File: config.mk
export PLATFORM = sky130hd
export DESIGN_NAME = mem_port_arbiter
export DESIGN_NICKNAME = d
export VERILOG_FILES = /design/src/rtl/mem_arb_pkg.sv /design/src/rtl/mem_arb_watchdog.sv /design/src/rtl/mem_port_arbiter.sv
export SDC_FILE = /design/constraint.sdc
export NUM_CORES = 1
export LEC_CHECK = 0
export ABC_AREA = 1
export CAP_MARGIN = 40
export CORE_AREA = 2 2 108 110
export CTS_CLUSTER_DIAMETER = 60
export DETAILED_ROUTE_END_ITERATION = 16
export DIE_AREA = 0 0 110 112
export PLACE_DENSITY = 0.81
export SLEW_MARGIN = 15
export SYNTH_ARGS = -nofsm -noshare
export SYNTH_HDL_FRONTEND = slang
export SYNTH_SLANG_ARGS = --single-unit
export TNS_END_PERCENT = 30
File: constraint.sdc
create_clock -name clk -period 4 [get_ports clk]
set_input_delay 0.8 -clock clk [delete_from_list [all_inputs] [get_ports clk]]
set_output_delay 0.8 -clock clk [all_outputs]
set_load 0.005 [all_outputs]
File: src/rtl/mem_arb_pkg.sv
// Purpose: shared types and constants for the I/D memory port arbiter.
// Latency: n/a (types only).
// Backpressure: n/a (types only).
package mem_arb_pkg;

  // Arbiter FSM states.
  typedef enum logic [1:0] {
    IDLE,
    BUSY_I,
    BUSY_D,
    LOCK_HOLD
  } arb_state_t;

  // Port selected by the IDLE arbitration.
  typedef enum logic {
    PORT_I,
    PORT_D
  } arb_port_t;

  // Wide all-ones byte-enable source; users take the low DATA_W/8 bits.
  localparam int unsigned BE_W_MAX = 128;
  localparam logic [BE_W_MAX-1:0] BE_ALL = '1;

  // The starve counter holds STARVE_LIMIT, which ranges over 1..15.
  localparam int unsigned STARVE_W = 4;

endpackage

File: src/rtl/mem_arb_watchdog.sv
// Purpose: bus-transaction watchdog; flags a transaction that has gone TIMEOUT_CYCLES cycles without m_ack.
// Latency: expired is combinational in the TIMEOUT_CYCLES-th busy cycle (the counter reads 0 in the first busy cycle).
// Backpressure: none; the arbiter aborts the transaction when expired is high.
// Ports: clk, reset (sync, active-high), busy (arbiter in BUSY_x), m_ack (bus completion), expired (abort pulse).
module mem_arb_watchdog #(
  parameter int unsigned TIMEOUT_CYCLES = 256
) (
  input  logic clk,
  input  logic reset,
  input  logic busy,
  input  logic m_ack,
  output logic expired
);

  localparam int unsigned CNT_W = (TIMEOUT_CYCLES > 2) ? $clog2(TIMEOUT_CYCLES) : 1;
  localparam logic [CNT_W-1:0] CNT_LAST = CNT_W'(TIMEOUT_CYCLES - 1);

  logic [CNT_W-1:0] cnt;

  assign expired = busy && !m_ack && (cnt == CNT_LAST);

  // Every transaction enters BUSY_x from a non-busy state.
  // Holding the counter at zero outside BUSY_x therefore clears it on entry.
  always_ff @(posedge clk) begin
    if (reset || !busy || m_ack || expired) begin
      cnt <= '0;
    end else begin
      cnt <= cnt + 1'b1;
    end
  end

endmodule

File: src/rtl/mem_port_arbiter.sv
// Purpose: shares one memory bus port between fetch (I) and data/atomic (D); D keeps the bus across d_lock sequences.
// Latency: request seen in IDLE -> m_req next cycle -> x_ack combinational in the m_ack cycle (2 cycles minimum).
// Backpressure: requesters hold x_req/payload until x_ack; stall_if/stall_mem report the wait. m_req is held until m_ack.
// Ports: clk, reset (sync, active-high)
//        I side:  i_req, i_addr -> i_ack, i_rdata
//        D side:  d_req, d_we, d_addr, d_wdata, d_be, d_lock -> d_ack, d_rdata
//        bus:     m_req, m_we, m_addr, m_wdata, m_be (registered) <- m_ack, m_rdata
//        status:  stall_if, stall_mem, bus_err
// Option: define MEM_ARB_TIMEOUT_EN to add the watchdog.
//         Without it, bus_err is tied 0 and BUSY_x waits indefinitely.
module mem_port_arbiter
  import mem_arb_pkg::*;
#(
  parameter int unsigned ADDR_W         = 32,
  parameter int unsigned DATA_W         = 32,
  parameter int unsigned STARVE_LIMIT   = 4,
  parameter int unsigned TIMEOUT_CYCLES = 256
) (
  input  logic                clk,
  input  logic                reset,
  input  logic                i_req,
  input  logic [ADDR_W-1:0]   i_addr,
  output logic                i_ack,
  output logic [DATA_W-1:0]   i_rdata,
  input  logic                d_req,
  input  logic                d_we,
  input  logic [ADDR_W-1:0]   d_addr,
  input  logic [DATA_W-1:0]   d_wdata,
  input  logic [DATA_W/8-1:0] d_be,
  input  logic                d_lock,
  output logic                d_ack,
  output logic [DATA_W-1:0]   d_rdata,
  output logic                m_req,
  output logic                m_we,
  output logic [ADDR_W-1:0]   m_addr,
  output logic [DATA_W-1:0]   m_wdata,
  output logic [DATA_W/8-1:0] m_be,
  input  logic                m_ack,
  input  logic [DATA_W-1:0]   m_rdata,
  output logic                stall_if,
  output logic                stall_mem,
  output logic                bus_err
);

  localparam int unsigned BE_W = DATA_W / 8;
  localparam logic [STARVE_W-1:0] STARVE_MAX = STARVE_W'(STARVE_LIMIT);

  arb_state_t          state;
  logic [STARVE_W-1:0] starve_cnt;
  arb_port_t           idle_pick;
  logic                in_idle, in_lock, busy_i, busy_d;
  logic                grant_i, grant_d, xfer_done, timeout;

  assign in_idle = (state == IDLE);
  assign in_lock = (state == LOCK_HOLD);
  assign busy_i  = (state == BUSY_I);
  assign busy_d  = (state == BUSY_D);

`ifdef MEM_ARB_TIMEOUT_EN
  mem_arb_watchdog #(
    .TIMEOUT_CYCLES(TIMEOUT_CYCLES)
  ) u_watchdog (
    .clk     (clk),
    .reset   (reset),
    .busy    (busy_i || busy_d),
    .m_ack   (m_ack),
    .expired (timeout)
  );
`else
  assign timeout = 1'b0;
`endif

  // Completion is the bus ack or a watchdog abort. The watchdog only fires without m_ack.
  // So read data is m_rdata on a real ack and zero on an abort.
  assign xfer_done = (busy_i || busy_d) && (m_ack || timeout);

  assign i_ack     = busy_i && (m_ack || timeout);
  assign d_ack     = busy_d && (m_ack || timeout);
  assign i_rdata   = (busy_i && m_ack) ? m_rdata : '0;
  assign d_rdata   = (busy_d && m_ack) ? m_rdata : '0;
  assign bus_err   = timeout;
  assign stall_if  = i_req && !i_ack;
  assign stall_mem = d_req && !d_ack;

  // IDLE arbitration: D has priority.
  // I wins once D has taken STARVE_LIMIT grants back to back while I waited.
  always_comb begin
    idle_pick = PORT_D;
    if (i_req && (!d_req || starve_cnt == STARVE_MAX)) begin
      idle_pick = PORT_I;
    end
  end

  // LOCK_HOLD grants only D, whatever the starve count says.
  assign grant_i = in_idle && i_req && (idle_pick == PORT_I);
  assign grant_d = (in_idle && d_req && (idle_pick == PORT_D)) || (in_lock && d_req);

  always_ff @(posedge clk) begin
    if (reset) begin
      state      <= IDLE;
      starve_cnt <= '0;
      m_req      <= 1'b0;
      m_we       <= 1'b0;
      m_addr     <= '0;
      m_wdata    <= '0;
      m_be       <= '0;
    end else begin
      if (grant_i) begin
        state      <= BUSY_I;
        starve_cnt <= '0;
        m_req      <= 1'b1;
        m_we       <= 1'b0;
        m_addr     <= i_addr;
        m_wdata    <= '0;
        m_be       <= BE_ALL[BE_W-1:0];
      end else if (grant_d) begin
        state   <= BUSY_D;
        m_req   <= 1'b1;
        m_we    <= d_we;
        m_addr  <= d_addr;
        m_wdata <= d_wdata;
        m_be    <= d_be;
        // Locked D->D grants can run past the limit; saturate so the count stays meaningful.
        if (i_req && starve_cnt != STARVE_MAX) begin
          starve_cnt <= starve_cnt + 1'b1;
        end
      end else if (xfer_done) begin
        m_req <= 1'b0;
        // A timeout abort always releases the lock.
        if (busy_d && d_lock && !timeout) begin
          state <= LOCK_HOLD;
        end else begin
          state <= IDLE;
        end
      end else if (in_lock && !d_lock) begin
        state <= IDLE;
      end
    end
  end

endmodule

After elaboration in Yosys (flattened, before gate mapping)
Cells that the tools add are included.
Operators by class
  add/sub/neg operators: 1
  eq/ne operators: 5
  mux-type cells: 15
  reduce and logical (&&, ||, !) cells: 28
Operators by type and width (count)
  32-bit 2-to-1 mux: 4
  1-bit logical AND: 14
  2-bit 2-to-1 mux: 4
  4-bit 2-to-1 mux: 2
  3-bit nonzero test: 2
  1-bit 2-to-1 mux: 5
  4-bit by 1-bit adder with 4-bit output (second input constant): 1
  2-bit equality test (second input constant): 2
  4-bit by 3-bit equality test with 1-bit output (second input constant): 1
  1-bit zero test: 4
  4-bit by 3-bit != test with 1-bit output (second input constant): 1
  4-bit nonzero test: 1
  1-bit logical OR: 3
  2-bit by 1-bit equality test with 1-bit output (second input constant): 1
  2-bit zero test: 1
  2-bit AND reduction: 1
  2-bit nonzero test: 1
  2-bit OR reduction: 1
Word-level totals
  register bits after elaboration: 76
  output and inout bits: 139
  word-level logic and storage cells: 57

Depth between registers and ports, before layout
  depth in word-level cells: 8
  mapped depth: 11
  mapped depth without buffers: 10

Least setup slack after synthesis
No wires, ideal clock.
  path type: input port to output port
  start point: input port i_req
  end point: output port stall_if
  arrival time: 1.441 ns
  data required time: 3.200 ns
  slack: 1.759 ns
  cell stages on the path: 4
  path buffers: 2
  path through: buf_2 -> clkbuf_1 -> inv_1 -> nor2_1
On the way
  cells in the longest elaborated chain, start to end: 1
Ends and longest elaborated chain
  start, declared: RTL line mem_port_arbiter.sv:21  | input logic i_req,
  1-bit logical AND: RTL line mem_port_arbiter.sv:82  | assign stall_if = i_req && !i_ack;
  end, declared: RTL line mem_port_arbiter.sv:40  | output logic stall_if,
Every way passes these cells.

Worst setup path in the final report
  start point: input port m_ack
  end point: output port d_rdata[15]
On the way
  cells in the longest elaborated chain, start to end: 2
Ends and longest elaborated chain
  start, declared: RTL line mem_port_arbiter.sv:38  | input logic m_ack,
  1-bit logical AND: RTL line mem_port_arbiter.sv:80  | assign d_rdata = (busy_d && m_ack) ? m_rdata : '0;
  32-bit 2-to-1 mux: RTL line mem_port_arbiter.sv:80
  end, declared: RTL line mem_port_arbiter.sv:32  | output logic [DATA_W-1:0] d_rdata,
Every way passes these cells.

==> impl_metrics.py <==
metrics = {
    "cts": {
        "cts_tree": "built",
        "htreeDepth": 3,
        "cts_sinks": 76,
        "root_buffer": "clkbuf_16",
        "cts_resized": 0,
        "clock_latency_ns": 0.32,
        "cts_buffer_depth": 2,
        "clk_pin_slew_ns": 0.06,
        "hold_buffers": 0,
        "post-cts-setup-buffers": 0,
        "cts-buffers-inserted": 9,
    },
    "die": {
        "die_area_um2": 12320,
        "core-area_um2": 11170,
        "die_y_um": 112,
        "start_util_pct": 35.08,
        "rows": 39,
        "ios": 278,
        "die_x_um": 110,
    },
    "sta": {
        "fmax_mhz": 288.6,
        "clock_skew_ns": 0.006573,
        "rsz0062_at_grt": "no",
        "post-route-min-period_ns": 3.464,
        "max_slew_margin_pct": 51.15,
        "setup_slack_ns": 0.5355,
        "maxSlewViolCount": 0,
        "finalCritPeriodShare_pct": 86.61,
        "hold_viol": 0,
        "setup_violations": 0,
        "fin_tns_setup_ns": 0,
        "tightest_slew_ns": 0.7318,
    },
    "synthesis": {
        "seq_area_frac_synth_pct": 38.81,
        "synth_top_area_cell": "dfxtp_1",
        "synthDistinctLibCells": 23,
        "synth.cell_area_um2": 3920,
        "synthTopCellsByArea": "dfxtp_1 39%, nor2_1 13%, nand2_1 11%, nand4_1 11%, a21oi_1 5.1%",
        "yosysWarnings": 0,
        "syn-num-nets": 745,
        "avgSynthCellArea_um2": 6.533,
        "synth.ff_latch_count": 76,
        "synth_top_area_share_pct": 38.81,
        "synthCells": 600,
    },
    "power": {
        "power-per-cell-area_nw_per_um2": 333.8,
        "power_switching_share_pct": 27.12,
        "power_switching_mw": 0.6344,
        "leakage_nw": 3.035,
        "clkPwrFrac_pct": 34.8,
        "p_seq_share_pct": 37.2,
        "p_int_mw": 1.705,
        "p_comb_share_pct": 28.0,
        "vdd_drop_max_v": 0.0003105,
    },
    "setup_path": {
        "critPathArrivalTime_ns": 2.66,
        "crit_slowest_cell": "clkdlybuf4s50_1",
        "r2r-start": "starve_cnt[0]",
        "crit_family": "buffers and inverters",
        "crit_start": "m_ack",
        "crit_chain": "clkdlybuf4s50_1 -> nand2_1 -> buf_4 -> nor2_1 -> clkdlybuf4s50_1",
        "cp.required_ns": 3.20,
        "cpPeakStageDelay_ns": 0.53,
        "crit_type": "input pin to output port",
        "cp_num_buf_inv": 3,
        "r2r_slack_ns": 1.39,
        "start_kind": "input pin",
        "critPathMaxFanout": 18,
        "end_kind": "output port",
        "critical_path.most_common_cell": "clkdlybuf4s50_1",
    },
    "finish": {
        "final_area_um2": 7008,
        "drive_gt1_share_pct": 4.103,
        "final_common_cell": "clkdlybuf4s50_1",
        "antenna_cells": 0,
        "area_growth_pct": 78.77,
        "most-common-layout-cells": "276 x clkdlybuf4s50_1, 137 x nor2_1, 120 x nand2_1",
        "finalNetCount": 993,
    },
    "routing": {
        "totalWireLength_um": 13960,
        "viasPerCell": 4.766,
        "drt_pass1_iterations": 5,
        "drc": 0,
        "vias": 4747,
        "wire_per_inst_um": 14.01,
        "first_iter_violations": 244,
        "antenna_left": 0,
    },
    "global_routing": {
        "grt_antenna_before_repair": 0,
        "grt_max_degree": 47,
        "grt_pass1_wl_um": 20910,
        "grt_overflow_total": 0,
        "grt_usage_pct": 21.19,
        "grt_pass1_vias": 4267,
    },
    "place": {
        "gp_congestion": 0.8221,
        "pre_cts_slack_ns": 0.5445,
        "hpwl_um": 10110,
        "portBuffers": 276,
        "dpl_cell_area_um2": 6704,
    },
    "run": {
        "drv_cap": 0,
    },
    "outcome": {
        "outcome": "completed",
    },
    "min_path": {
        "hp-start": "starve_cnt[3]",
        "hp-class": "flop to flop",
    },
}
==> power groups by stage <==
stage | sequential [mW] | clock, mW | combinational [mW]
2_1_floorplan | 0.890 | 0 | 0.271
3_3_place_gp | 0.883 | 0 | 0.654
3_5_place_dp | 0.885 | 0 | 0.657
4_1_cts | 0.870 | 0.836 | 0.661
5_1_grt | 0.878 | 0.870 | 0.719
6_report | 0.870 | 0.814 | 0.655
==> final cells by class <==
class                      instances  area (um2)
tap                              143       178.9
timing repair buffer             286        2838
multi-input combinational        422        1967
clock inverter                     4       47.55
clock buffer                      12       256.5
fill                            1013        4167
sequential                        76        1521
inverter                          53       198.9
==> registers in the layout, indices dropped and copies added (netlist names) <==
signal and count:
m_req 1, m_wdata 32, m_we 1, m_addr 32, starve_cnt 4, state 2
m_be 4
==> cells in the mapped netlist <==
cell	instances
nand2_1	120
clkbuf_1	27
o21ai_0	31
o21ai_1	4
a21boi_0	2
xor2_1	2
o2111ai_1	1
nand2_2	4
nand4_1	66
buf_4	6
buf_6	1
nor2_1	137
nand2_4	1
nand3_4	1
nand3_2	2
nand3_1	4
dfxtp_1	76
inv_2	2
buf_2	15
a21oi_1	40
conb_1	1
ha_1	6
inv_1	51
==> path summary, 6_finish.rpt <==
path / to / cells after the start
max: d_rdata[15] / 5
min: starve_cnt[3] / 2
max reg2reg: m_req / 9
min reg2reg: starve_cnt[3] / 2
==> routing by layer <==
metal / vias up / share of wire [%] / global-route usage, % / wire (um)
met5: - / 0 / 0 / 0
met4: 0 / 0.70 / 4.641 / 97
met3: 8 / 9.2 / 6.967 / 1286
met2: 153 / 48 / 34.72 / 6643
met1: 2155 / 42 / 26.90 / 5927
li1: 2431 / - / - / -
==> through the flow <==
step | std cells | hold WS (ns) | util, % | total power [mW]
floorplan | 600 | 0.4453 | - | 1.160
global placement | 980 | 0.4557 | 59.99 | 1.537
detailed placement | 980 | 0.4679 | 59.99 | 1.542
CTS | 996 | 0.4765 | 62.71 | 2.368
global route | 996 | 0.5020 | 62.71 | 2.467
finish | 996 | 0.4732 | 62.71 | 2.339
==> tightest hold or removal path: cells and delay by family, from the launching register on <==
kind	cells	cell delay [ns]
DFF	1	0.31
AOI/OAI and AO/OA	1	0.06
and+or+nand+nor	1	0.06
==> cell families after synthesis <==
logic type      synth area share [%]
compound gates                 10.18
xor+xnor                      0.4469
fa+ha+maj                      1.915
buf+inv                        11.01
flops                          38.81
other cells                  0.09566
simple gates                   37.54
Power figures use the tool's default switching activity.
